`src/rtl/pm_delay_pipe.sv`:
```
// Valid/ready delay pipe for program-memory words: STAGES registers, each fed by a
// LEVELS-deep transparent AND chain. Optional parity tracking via PM_DELAY_PARITY_EN.
module pm_delay_pipe #(
  parameter int DATA_W = 8,
  parameter int STAGES = 3,
  parameter int LEVELS = 20,
  parameter int OCC_W  = 5
) (
  input  logic              clk,
  input  logic              reset,
  input  logic              in_valid,
  input  logic [DATA_W-1:0] in_data,
  output logic              in_ready,
  output logic              out_valid,
  output logic [DATA_W-1:0] out_data,
  input  logic              out_ready,
  input  logic              flush,
  output logic [OCC_W-1:0]  occupancy
`ifdef PM_DELAY_PARITY_EN
  ,
  output logic              parity_err,
  input  logic              inj_err
`endif
);

`ifdef PM_DELAY_PARITY_EN
  localparam int SW = DATA_W + 1;
`else
  localparam int SW = DATA_W;
`endif

  logic [SW-1:0]    r_stage [STAGES];
  logic [STAGES-1:0] r_valid;
  logic [OCC_W-1:0] r_occ;
  logic [SW-1:0]    w_stage_d [STAGES];
  logic [SW-1:0]    w_entry_word;
  logic [STAGES:0]  w_vchain;
  logic             w_adv;
  logic             w_entry;
  logic             w_exit;

`ifdef PM_DELAY_PARITY_EN
  // Stored parity bit is even parity of the word, optionally corrupted for test.
  assign w_entry_word = {(^in_data) ^ inj_err, in_data};
`else
  assign w_entry_word = in_data;
`endif

  assign out_valid = r_valid[STAGES-1];
  assign out_data  = r_stage[STAGES-1][DATA_W-1:0];
  assign w_adv     = ~out_valid | out_ready;
  assign in_ready  = w_adv;
  assign w_entry   = w_adv & in_valid;
  assign w_exit    = out_valid & out_ready;
  assign occupancy = r_occ;
  assign w_vchain  = {r_valid, in_valid};

  for (genvar k = 0; k < STAGES; k++) begin : g_stage
    (* keep = "true", noprune *) logic [SW-1:0] w_chain [LEVELS+1];
    if (k == 0) begin : g_first
      assign w_chain[0] = w_entry_word;
    end else begin : g_next
      assign w_chain[0] = r_stage[k-1];
    end
    // Each level is x & x: logically transparent, but kept as real gate depth.
    for (genvar l = 0; l < LEVELS; l++) begin : g_level
      assign w_chain[l+1] = w_chain[l] & w_chain[l];
    end
    assign w_stage_d[k] = w_chain[LEVELS];
  end

  always_ff @(posedge clk or posedge reset) begin
    if (reset) begin
      r_valid <= '0;
      r_occ   <= '0;
      for (int k = 0; k < STAGES; k++) r_stage[k] <= '0;
    end else begin
      if (flush) begin
        r_valid <= '0;
        r_occ   <= '0;
      end else begin
        if (w_adv) r_valid <= w_vchain[STAGES-1:0];
        r_occ <= r_occ + OCC_W'(w_entry) - OCC_W'(w_exit);
      end
      // Data holds on flush so the dropped word never reaches out_data.
      if (w_adv && !flush) begin
        for (int k = 0; k < STAGES; k++) r_stage[k] <= w_stage_d[k];
      end
    end
  end

`ifdef PM_DELAY_PARITY_EN
  logic r_parity_err;
  logic w_last_bad;

  assign w_last_bad = w_vchain[STAGES-1] &
                      ((^w_stage_d[STAGES-1][DATA_W-1:0]) != w_stage_d[STAGES-1][DATA_W]);
  assign parity_err = r_parity_err;

  // Flag is aligned with the bad word while it sits at the output.
  always_ff @(posedge clk or posedge reset) begin
    if (reset)      r_parity_err <= 1'b0;
    else if (flush) r_parity_err <= 1'b0;
    else if (w_adv) r_parity_err <= w_last_bad;
  end
`endif

endmodule

```
`config.mk`:
```
export PLATFORM = sky130hd
export DESIGN_NAME = pm_delay_pipe
export DESIGN_NICKNAME = d
export VERILOG_FILES = /design/src/rtl/pm_delay_pipe.sv
export SDC_FILE = /design/constraint.sdc
export NUM_CORES = 1
export LEC_CHECK = 0
export BUFFER_PORTS_ARGS = -buffer_cell sky130_fd_sc_hd__buf_2
export CORE_MARGIN = 2
export CORE_UTILIZATION = 35
export DETAILED_ROUTE_END_ITERATION = 7
export GPL_TIMING_DRIVEN = 0
export HOLD_SLACK_MARGIN = 0.15
export PLACE_DENSITY = 0.5
export SLEW_MARGIN = 20
export SYNTH_ARGS = -nofsm -noshare
export SYNTH_HDL_FRONTEND = slang
export SYNTH_SLANG_ARGS = --single-unit
```
`constraint.sdc`:
```
create_clock -name clk -period 2.9 [get_ports clk]
set_input_delay 0.58 -clock clk [delete_from_list [all_inputs] [get_ports clk]]
set_output_delay 0.58 -clock clk [all_outputs]
set_load 0.1 [all_outputs]
```
==> impl.org, run 1 <==
** Global routing
- Entering global routing, the biggest net connects 33 pins.
- Number of antenna violations at the first check in global routing :: 0
- Wire length of the first global-routing pass :: 4.19 mm
- Grt total ovfl :: 0
- Number of global-route vias before repair :: 863
- In the global route stage, overall resource usage came out at 0.114.

** Worst setup path
- STA classifies the critical path startpoint as a flip-flop.
- STA classifies the critical path endpoint as a flip-flop.
- The critical path in this run is classified as flip-flop to flip-flop.
- Required @ worst endpoint :: 3.11 ns
- Critical path fanouts, max :: 5
- For the worst setup path, the data arrival time is 2.67 ns.
- The largest individual stage delay along the critical path comes from the cell sky130_fd_sc_hd__dfrtp_4.
- Largest incremental delay on the critical path :: 0.40 ns
- CP cell instances :: nor2b_4 > clkinvlp_4 > nand2_2 > ha_1 > inv_1 > ha_1 > inv_1 > fa_2 > nand2b_4 > a2111oi_2 > o21bai_1
- The setup check on the worst reg-to-reg path leaves a slack of 0.44 ns.

** STA
- Worst setup skew after layout :: 0.00541 ns
- Slew headroom :: 0.547
- The number of hold-slack violations in the final timing report was 0.
- At the pin with the least slew margin, the transition time is 0.678 ns.
- For this run, the top clock speed supported by timing is 406 MHz.
- Setup violations remaining at the end of the flow were counted as 0.
- Setup repair after global routing left no endpoint under its margin.
- Final hold slack :: 0.397 ns
- Total count of max-transition violations in the final report :: 0
- In the finished design, the share of the clock period the worst path needs comes to 0.849.
- Tmin final :: 2.46 ns

** Die
- From bottom edge to top edge, the die measures 69.1 um.
- In this run the standard cell core region covers 0.00403 mm2.
- For this configuration, the core starts out at a cell density of 0.368.
- The die covers 0.00477 mm2.
- The die is 69.1 um wide.
- Floorplan row count :: 23
- Pin placement for this block handled 28 I/O pins.

** Placed design
- I/O Buffers :: 27
- Summed over all nets, the half-perimeter wirelength after detailed placement is 1.69 mm.
- Routability-driven placement finished with a final weighted congestion of 0.710.

** Run status
- The run finished with clean final reports.

** Final layout
- Net count of the finished layout :: 154
- Commonest non-fill, non-tap cells in the layout :: 31 x sky130_fd_sc_hd__dfrtp_1, 28 x sky130_fd_sc_hd__buf_2, 20 x sky130_fd_sc_hd__mux2_4
- After filler insertion, the fill cell instance count of the layout stands at 387.
- Relative to the synthesized area, the layout overhead comes to 21.4%.
- Most common cell after layout, fill and taps aside :: sky130_fd_sc_hd__dfrtp_1
- Ratio of cells with drive above 1 in the final layout :: 0.529
- Antenna diode count :: 0

** Logic synthesis
- Net Count, Synth :: 120
- In the synthesized netlist, the number of instances is 101.
- A synthesized cell averages 14.7 um2.
- Yosys printed 0 warnings.
- Mapped Area :: 0.00148 mm2

** CTS
- In this run, CTS created clock tree buffers numbering 5.
- The clock net in this run drives a total of 32 sinks.
- Register clock-pin slew on the reported worst setup and hold paths :: 0.07 ns
- The tree is rooted in a sky130_fd_sc_hd__clkbuf_8.
- TritonCTS built the clock tree.
- The longest clock path from root to sink contains 2 buffers.
- After clock tree synthesis, the flow added hold-fix buffers numbering 0.
- The number of gates resized after CTS was 0.
- Insertion delay of the later-clocked pin in the worst-skew pair :: 0.28 ns
- The H-tree was split into 2 levels.
- Buffers added to address setup during post-CTS repair amount to 0.

** Routing
- Vias after detailed routing :: 840
- After detailed routing, the number of remaining DRC violations is 0.
- Drt first-iter violations :: 35
- In this run the remaining antenna-violating nets after routing total 0.
- Detail-routed net length per standard cell :: 12.8 um
- The routed design has 2.39 mm of wire.
- Detailed Routing Iterations Pass 1 :: 4
- Via density :: 4.52

** Pwr
- Power per cell area :: 884 mW/mm2
- Maximum VDD drop :: 0.000480 V
- Cell leakage power :: 0.882 nW
- Design Power :: 1.59 mW

** Job
- Max cap viols :: 0

** Hold path
- The path class of the tightest hold or removal check is input port to async pin.
[sequential cells by signal, indices dropped and copies added (netlist names)]
name	cells
occupancy	5
g_stage.w_chain	16
out_data	8
r_valid	3
[where the power goes]
part           internal [mW]  switching (mW)
Combinational          0.191           0.474
Sequential             0.526          0.0476
Clock                  0.189           0.163
Total                  0.907           0.684
[layer usage]
metal  up-vias  global-route usage  part of all wire  wire, um
li1        404                   -                 -         -
met1       413               0.140              0.46      1090
met2        19               0.167              0.47      1120
met3         4              0.0453             0.050       120
met4         0              0.0719             0.023        56
met5         -                   0                 0         0
[stage by stage]
stage | setup WS [ns] | area, um2 | instances | utilization | setup TNS, ns
after global placement | 0.197 | 1710 | 178 | 0.424 | 0
after CTS | 0.421 | 1800 | 186 | 0.447 | 0
after floorplan | -0.204 | 1510 | 101 | - | -0.204
after global routing | 0.291 | 1800 | 186 | 0.447 | 0
final | 0.437 | 1800 | 186 | 0.447 | 0
after detailed placement | 0.157 | 1710 | 178 | 0.424 | 0
[critical path: cells and delay by family (launching register included)]
family	cells	cell delay, ns
flip-flops	1	0.40
AND/OR/NAND/NOR	3	0.52
adder cells (fa/ha/maj)	3	0.72
buffers and inverters	3	0.27
AO/OA/AOI/OAI	2	0.48
[cell type report]
class                   count  area [um2]  area share
plain buffers               3        45.0      0.0250
clock buffers               6        82.6      0.0459
clock inverters             2        10.0     0.00556
inverters                   8        33.8      0.0188
multi-input cells          58         626       0.348
flip-flops and latches     32         805       0.447
well taps                  50        62.6      0.0348
repair buffers             27         135      0.0751
[path summary, 6_finish.rpt]
check	startpoint	endpoint	cells after the start
setup / recovery	r_valid[2]$_DFFE_PP0P_	occupancy[4]$_DFF_PP0_	11
min in group clk	r_valid[1]$_DFFE_PP0P_	r_valid[2]$_DFFE_PP0P_	2
setup reg to reg	r_valid[2]$_DFFE_PP0P_	occupancy[4]$_DFF_PP0_	11
max in group asynchronous	reset	r_valid[2]$_DFFE_PP0P_	2
hold / removal	reset	out_data[7]$_DFFE_PP0P_	2
hold reg to reg	r_valid[1]$_DFFE_PP0P_	r_valid[2]$_DFFE_PP0P_	2
(Power assumes the default switching activity.)
==> run 2, diff against run 1 <==
- clock period: 2.9 -> 2.6 ns (I/O delays scaled with it)
==> impl.org, run 2 (synthesis results as in run 1) <==
** Run status
- The run finished with clean final reports.

** Worst setup path
- R2R Path Start :: r_valid[2]$_DFFE_PP0P_
- The number of cells on the worst reg-to-reg path is 11.
- Critical R2R Capture :: occupancy[4]$_DFF_PP0_
- At the worst endpoint, the required time is 2.81 ns.
- Critical path fanouts, max :: 5
- The setup check on the worst reg-to-reg path leaves a slack of 0.18 ns.
- Worst Setup Start Kind :: flip-flop
- Capturing element type of the critical path :: flip-flop
- Data on the critical path arrives at its endpoint at 2.63 ns.
- The critical path is of the flip-flop to flip-flop type.

** Routing
- For this run, design rule violations remaining after detail routing come to 0.
- In the routed layout, each cell is associated on average with a via count of 4.52.
- Detail-routed net length per standard cell :: 12.7 um
- Antenna Nets Post-Route :: 0
- Vias after detailed routing :: 841
- Total Wirelength :: 2.35 mm
- Detailed Routing Iterations Pass 1 :: 4
- Drt first-iter violations :: 28

** CTS
- In this run the number of H-tree levels came out at 2.
- Post-CTS Resized :: 0
- Library cell used as clock root buffer :: sky130_fd_sc_hd__clkbuf_8
- TritonCTS built the clock tree.
- After clock tree synthesis, the clock-pin slew on the worst setup and hold paths is 0.07 ns.
- The number of hold buffers added after CTS was 0.
- The number of clock buffers added by TritonCTS is 5.
- Post-CTS timing repair inserted 0 buffers for setup.
- Insertion delay of the later-clocked pin in the worst-skew pair :: 0.28 ns
- Clock Tree Buf Depth :: 2
- Number of sinks on the clock net :: 32

** Global routing
- The number of antenna violations at the first check in global routing was 0.
- The total overflow left after global routing is 0.
- Wire length of the first global-routing pass :: 4.37 mm
- The number of global-route vias before repair was 945.
- Across every metal layer, demand over resource in global routing totals 0.117.
- Entering global routing, the biggest net connects 33 pins.

** Final layout
- Combined area of the multi-input logic cells :: 651 um2
- 0 antenna diodes ended up in the layout.
- Final non-filler cell total :: 186
- Compared with the post-synthesis result, the final layout area differs by 24.1%.
- Layout Cell Area excl Fill :: 0.00184 mm2
- Across the whole layout, storage elements account for 805 um2.
- Leaving out fill and tap cells, the most frequent cell in the layout is sky130_fd_sc_hd__dfrtp_1.
- Commonest non-fill, non-tap cells in the layout :: 31 x sky130_fd_sc_hd__dfrtp_1, 28 x sky130_fd_sc_hd__buf_2, 20 x sky130_fd_sc_hd__mux2_4
- At the end of the flow the core is filled with cells to 0.457.
- Net count of the finished layout :: 154
- The register with the most flip-flops in the layout has 16 of them.
- After filler insertion, the fill cell instance count of the layout stands at 382.
- Ratio of cells with drive above 1 in the final layout :: 0.551

** STA
- Slew headroom :: 0.555
- The number of max-slew violations in the final report is 0.
- For the final routed database, the setup TNS stands at 0 ns.
- Worst-margin pin slew :: 0.666 ns
- Hold timing on the final database bottoms out at a slack of 0.335 ns.
- Unrepaired setup endpoints after global routing :: no
- Final critical-path share of the clock period :: 0.930
- Setup slack closes at 0.183 ns.
- Between clock sinks in the finished design, the worst skew comes to 0.00456 ns.
- Final setup fails :: 0
- Hold Violations, Final :: 0
- Peak clock frequency supported by timing :: 414 MHz
- The routed design could run at a clock period as short as 2.42 ns.

** Die
- The die is 69.1 um wide.
- The floorplan step defined a die boundary enclosing 0.00477 mm2.
- For this configuration, the core starts out at a cell density of 0.368.
- The region available for standard cell placement spans 0.00403 mm2.
- In this run the core area contains 23 standard-cell rows.
- Die span in y :: 69.1 um
- Top-level I/O count :: 28

** Job
- Across the run, the number of max-cap violations was 0.

** Pwr
- Power per cell area :: 1000 mW/mm2
- Share of total power in the clock network :: 0.248
- Of the total power, combinational logic draws 0.404.
- Switching Share :: 0.411
- IR analysis of the VDD net gives a maximum drop of 0.000412 V.
- Register share of total power :: 0.348
- The design draws 1.84 mW.
- The analysis attributes to cell leakage a power of 0.882 nW.
- Switching Power :: 0.757 mW
- Internal power :: 1.09 mW

** Placed design
- Placed inst area :: 0.00173 mm2
- Routability-driven placement finished with a final weighted congestion of 0.673.
- At the placement stage, the worst setup path has a slack of -0.0456 ns.
- After legalization and detailed placement, the total HPWL measured 1.73 mm.
- Number of placed cells counting well taps :: 178
- I/O Buffers :: 27

** Hold path
- The min-delay analysis places its worst path in the category input port to async pin.
==> run 2: cell types whose count changed in the layout (fill, tap and decap cells not counted), sizes merged <==
cell and delta:
bufinv +1, clkinv -1
==> run 2: power groups by stage <==
stage	Clock, mW	Sequential (mW)	Combinational (mW)
after CTS	0.474	0.643	0.752
after global routing	0.503	0.657	0.785
after detailed placement	0	0.651	0.751
after floorplan	0	1.02	0.271
final	0.458	0.641	0.745
after global placement	0	0.646	0.741
==> run 2: how the worst max path moves through the flow <==
stage | start | slack [ns] | depth (start not counted) | end
finish | r_valid[2]$_DFFE_PP0P_ | 0.18 | 11 | occupancy[4]$_DFF_PP0_
global route | r_valid[2]$_DFFE_PP0P_ | 0.04 | 11 | occupancy[4]$_DFF_PP0_
CTS | r_valid[2]$_DFFE_PP0P_ | 0.17 | 11 | occupancy[4]$_DFF_PP0_
detailed placement | out_ready | -0.05 | 12 | occupancy[4]$_DFF_PP0_
global placement | out_ready | 0.01 | 12 | occupancy[4]$_DFF_PP0_
floorplan | r_valid[2]$_DFFE_PP0P_ | -0.48 | 11 | occupancy[4]$_DFF_PP0_
==> run 2: metal layers <==
layer  global-route usage  part of all wire
met2                0.176              0.47
met3               0.0380             0.050
met5                    0                 0
met4               0.0654             0.026
met1                0.148              0.46
==> run 2: final cells by class <==
cell class              count  area share
plain buffers               3      0.0245
clock buffers               6      0.0395
clock inverters             2      0.0190
inverters                   8      0.0184
multi-input cells          58       0.354
flip-flops and latches     32       0.437
well taps                  50      0.0340
repair buffers             27      0.0735
==> run 2: worst max-delay path: stages (launching register included) <==
cell and delay [ns]:
sky130_fd_sc_hd__dfrtp_4 0.41, sky130_fd_sc_hd__nor2b_4 0.28, sky130_fd_sc_hd__clkinvlp_4 0.16, sky130_fd_sc_hd__nand2_2 0.10, sky130_fd_sc_hd__ha_4 0.20, sky130_fd_sc_hd__inv_2 0.06
sky130_fd_sc_hd__ha_4 0.12, sky130_fd_sc_hd__inv_2 0.03, sky130_fd_sc_hd__fa_2 0.35, sky130_fd_sc_hd__nand2b_4 0.16, sky130_fd_sc_hd__a2111oi_2 0.34, sky130_fd_sc_hd__o21bai_1 0.15
==> run 3, diff against run 2 <==
- PLACE_DENSITY: 0.5 -> not set
- PLACE_DENSITY_LB_ADDON: not set -> 0.15
==> impl.org, run 3 (synthesis results as in run 1) <==
** Pwr
- Cell leakage power :: 0.881 nW
- VDD sags by at most 0.000406 V.
- Power per cell area :: 1010 mW/mm2

** Worst setup path
- In this run the critical register-to-register path is launched from r_valid[2]$_DFFE_PP0P_.
- Worst Setup Start Kind :: flip-flop
- Capturing element type of the critical path :: flip-flop
- The setup check on the worst reg-to-reg path leaves a slack of 0.15 ns.
- Kind of critical path :: flip-flop to flip-flop
- For the worst flop-to-flop path, the logic depth is 11.
- Required @ worst endpoint :: 2.81 ns
- Along the worst path, the maximum fanout reaches 5.
- In this run the critical register-to-register path is captured at occupancy[4]$_DFF_PP0_.
- Critical path arrival :: 2.66 ns
- For this design, the slowest cell found on the critical path is sky130_fd_sc_hd__dfrtp_4.
- In this design, the stage delay of the slowest critical-path cell is 0.40 ns.
- The critical path goes through nor2b_4 > clkinvlp_4 > nand2_2 > ha_4 > inv_2 > ha_4 > inv_2 > fa_2 > nand2b_4 > a2111oi_2 > o21bai_1.

** Global routing
- Entering global routing, the biggest net connects 33 pins.
- Busiest layer in global routing :: met2
- Global routing usage on met3 :: 0.0439
- Number of global-route vias before repair :: 892
- For this run, global-route usage on met1 was measured as 0.149.
- Across every metal layer, demand over resource in global routing totals 0.119.
- Met2 global-route usage :: 0.176
- The first global-routing pass estimated 4.37 mm of wire.
- The number of antenna violations at the first check in global routing was 0.
- Grt total ovfl :: 0

** Run status
- Run status :: finished, final reports clean

** STA
- Total negative slack for setup checks :: 0 ns
- Setup violations remaining at the end of the flow were counted as 0.
- Hold Violations, Final :: 0
- Worst setup skew after layout :: 0.0100 ns
- Peak clock frequency supported by timing :: 408 MHz
- Setup repair after global routing left no endpoint under its margin.
- Final hold slack :: 0.334 ns
- The clock period could shrink to 2.45 ns.
- Measured against its own limit, the worst slew margin works out to 0.544.
- Total count of max-transition violations in the final report :: 0
- Worst-margin pin slew :: 0.683 ns
- In the finished design, the share of the clock period the worst path needs comes to 0.942.

** Routing
- Drt first-iter violations :: 26
- Dividing the detail-routed via count by the number of cells gives 4.52.
- After detailed routing, the average wire length per cell comes to 13.4 um.
- Vias after detailed routing :: 841
- Total Wirelength :: 2.49 mm
- Number of design rule violations left after detail routing :: 0
- The first detailed-routing pass took 4 iterations.
- The detail route stage leaves a number of antenna-violating nets equal to 0.

** Job
- Across the run, the number of max-cap violations was 0.

** Die
- The die is 69.1 um tall.
- The initial utilization of the core area, before any placement, comes to 0.368.
- The die covers 0.00477 mm2.
- Floorplan row count :: 23
- 28 I/O pins were placed.
- In this run the horizontal extent of the chip is 69.1 um.
- The floorplan step defined a core boundary enclosing 0.00403 mm2.

** Final layout
- Ratio of cells with drive above 1 in the final layout :: 0.559
- Fill cells in the final layout number 380.
- Antenna diode count :: 0
- Most common cell after layout, fill and taps aside :: sky130_fd_sc_hd__dfrtp_1
- Area growth from synthesis to layout :: 24.3%
- In the final layout, the multi-input gates occupy 651 um2.
- Summing all flip-flop and latch instances after layout gives 805 um2.
- The net count of the finished layout is 154.
- Commonest non-fill, non-tap cells in the layout :: 31 x sky130_fd_sc_hd__dfrtp_1, 28 x sky130_fd_sc_hd__buf_2, 20 x sky130_fd_sc_hd__mux2_4
- Layout Cell Area excl Fill :: 0.00184 mm2
- Number of flip-flops under the largest register name :: 16

** CTS
- Library cell used as clock root buffer :: sky130_fd_sc_hd__clkbuf_8
- Insertion delay of the later-clocked pin in the worst-skew pair :: 0.28 ns
- Max H-tree Level :: 2
- Clock tree from TritonCTS :: built
- The clock passes through at most 2 buffers.
- Cts-stage hold buffer count :: 0
- Counting every sink on the clock net gives 32.
- Register clock-pin slew on the reported worst setup and hold paths :: 0.07 ns
- Post-CTS Resized :: 0
- In this run, CTS created clock tree buffers numbering 5.
- Buffers added to address setup during post-CTS repair amount to 0.

** Placed design
- At the end of routability-driven placement, the weighted congestion stood at 0.668.
- Placed inst area :: 0.00173 mm2
- HPWL after detailed placement :: 1.76 mm
- I/O Buffers :: 27

** Hold path
- The min-delay analysis places its worst path in the category input port to async pin.
-- run 3: worst max-delay path by stage --
stage | from | to | slack, ns | depth (start not counted)
6_report | r_valid[2]$_DFFE_PP0P_ | occupancy[4]$_DFF_PP0_ | 0.15 | 11
5_1_grt | r_valid[2]$_DFFE_PP0P_ | occupancy[4]$_DFF_PP0_ | 0.0001 | 11
4_1_cts | r_valid[2]$_DFFE_PP0P_ | occupancy[4]$_DFF_PP0_ | 0.14 | 11
3_5_place_dp | out_ready | occupancy[4]$_DFF_PP0_ | -0.07 | 12
3_3_place_gp | out_ready | occupancy[4]$_DFF_PP0_ | 0.009 | 12
2_1_floorplan | r_valid[2]$_DFFE_PP0P_ | occupancy[4]$_DFF_PP0_ | -0.48 | 11
-- run 3: final cells by class --
class | instances | share of cell area
sequential | 32 | 0.437
multi-input combinational | 58 | 0.353
timing repair buffer | 27 | 0.0733
clock buffer | 5 | 0.0373
tap | 50 | 0.0339
buffer | 3 | 0.0244
clock inverter | 3 | 0.0231
inverter | 8 | 0.0183
-- run 3: stage by stage --
| step | utilization | worst slack (ns) | instances | power, mW |
|---|---|---|---|---|
| after floorplan | - | -0.484 | 101 | 1.29 |
| after global placement | 0.430 | 0.00886 | 178 | 1.39 |
| after detailed placement | 0.430 | -0.0708 | 178 | 1.41 |
| after CTS | 0.457 | 0.138 | 186 | 1.89 |
| after global routing | 0.457 | 0.0000966 | 186 | 1.96 |
| final | 0.457 | 0.152 | 186 | 1.87 |
-- run 3: critical path: cells and delay by family (launching register included) --
kind	cells	cell delay (ns)
adders and majority gates	3	0.65
and+or+nand+nor	3	0.55
AOI/OAI and AO/OA	2	0.53
DFF	1	0.40
buffers and inverters	3	0.25
-- run 3: report_power, final --
group / switching, mW / internal [mW] / leakage (nW)
clock network: 0.189 / 0.283 / 0.0541
logic: 0.539 / 0.217 / 0.442
registers: 0.0552 / 0.587 / 0.385
-- run 3: metal layers --
| layer | part of all wire | up-vias |
|---|---|---|
| li1 | - | 400 |
| met1 | 0.46 | 417 |
| met2 | 0.47 | 20 |
| met3 | 0.052 | 4 |
| met4 | 0.018 | 0 |
| met5 | 0 | - |
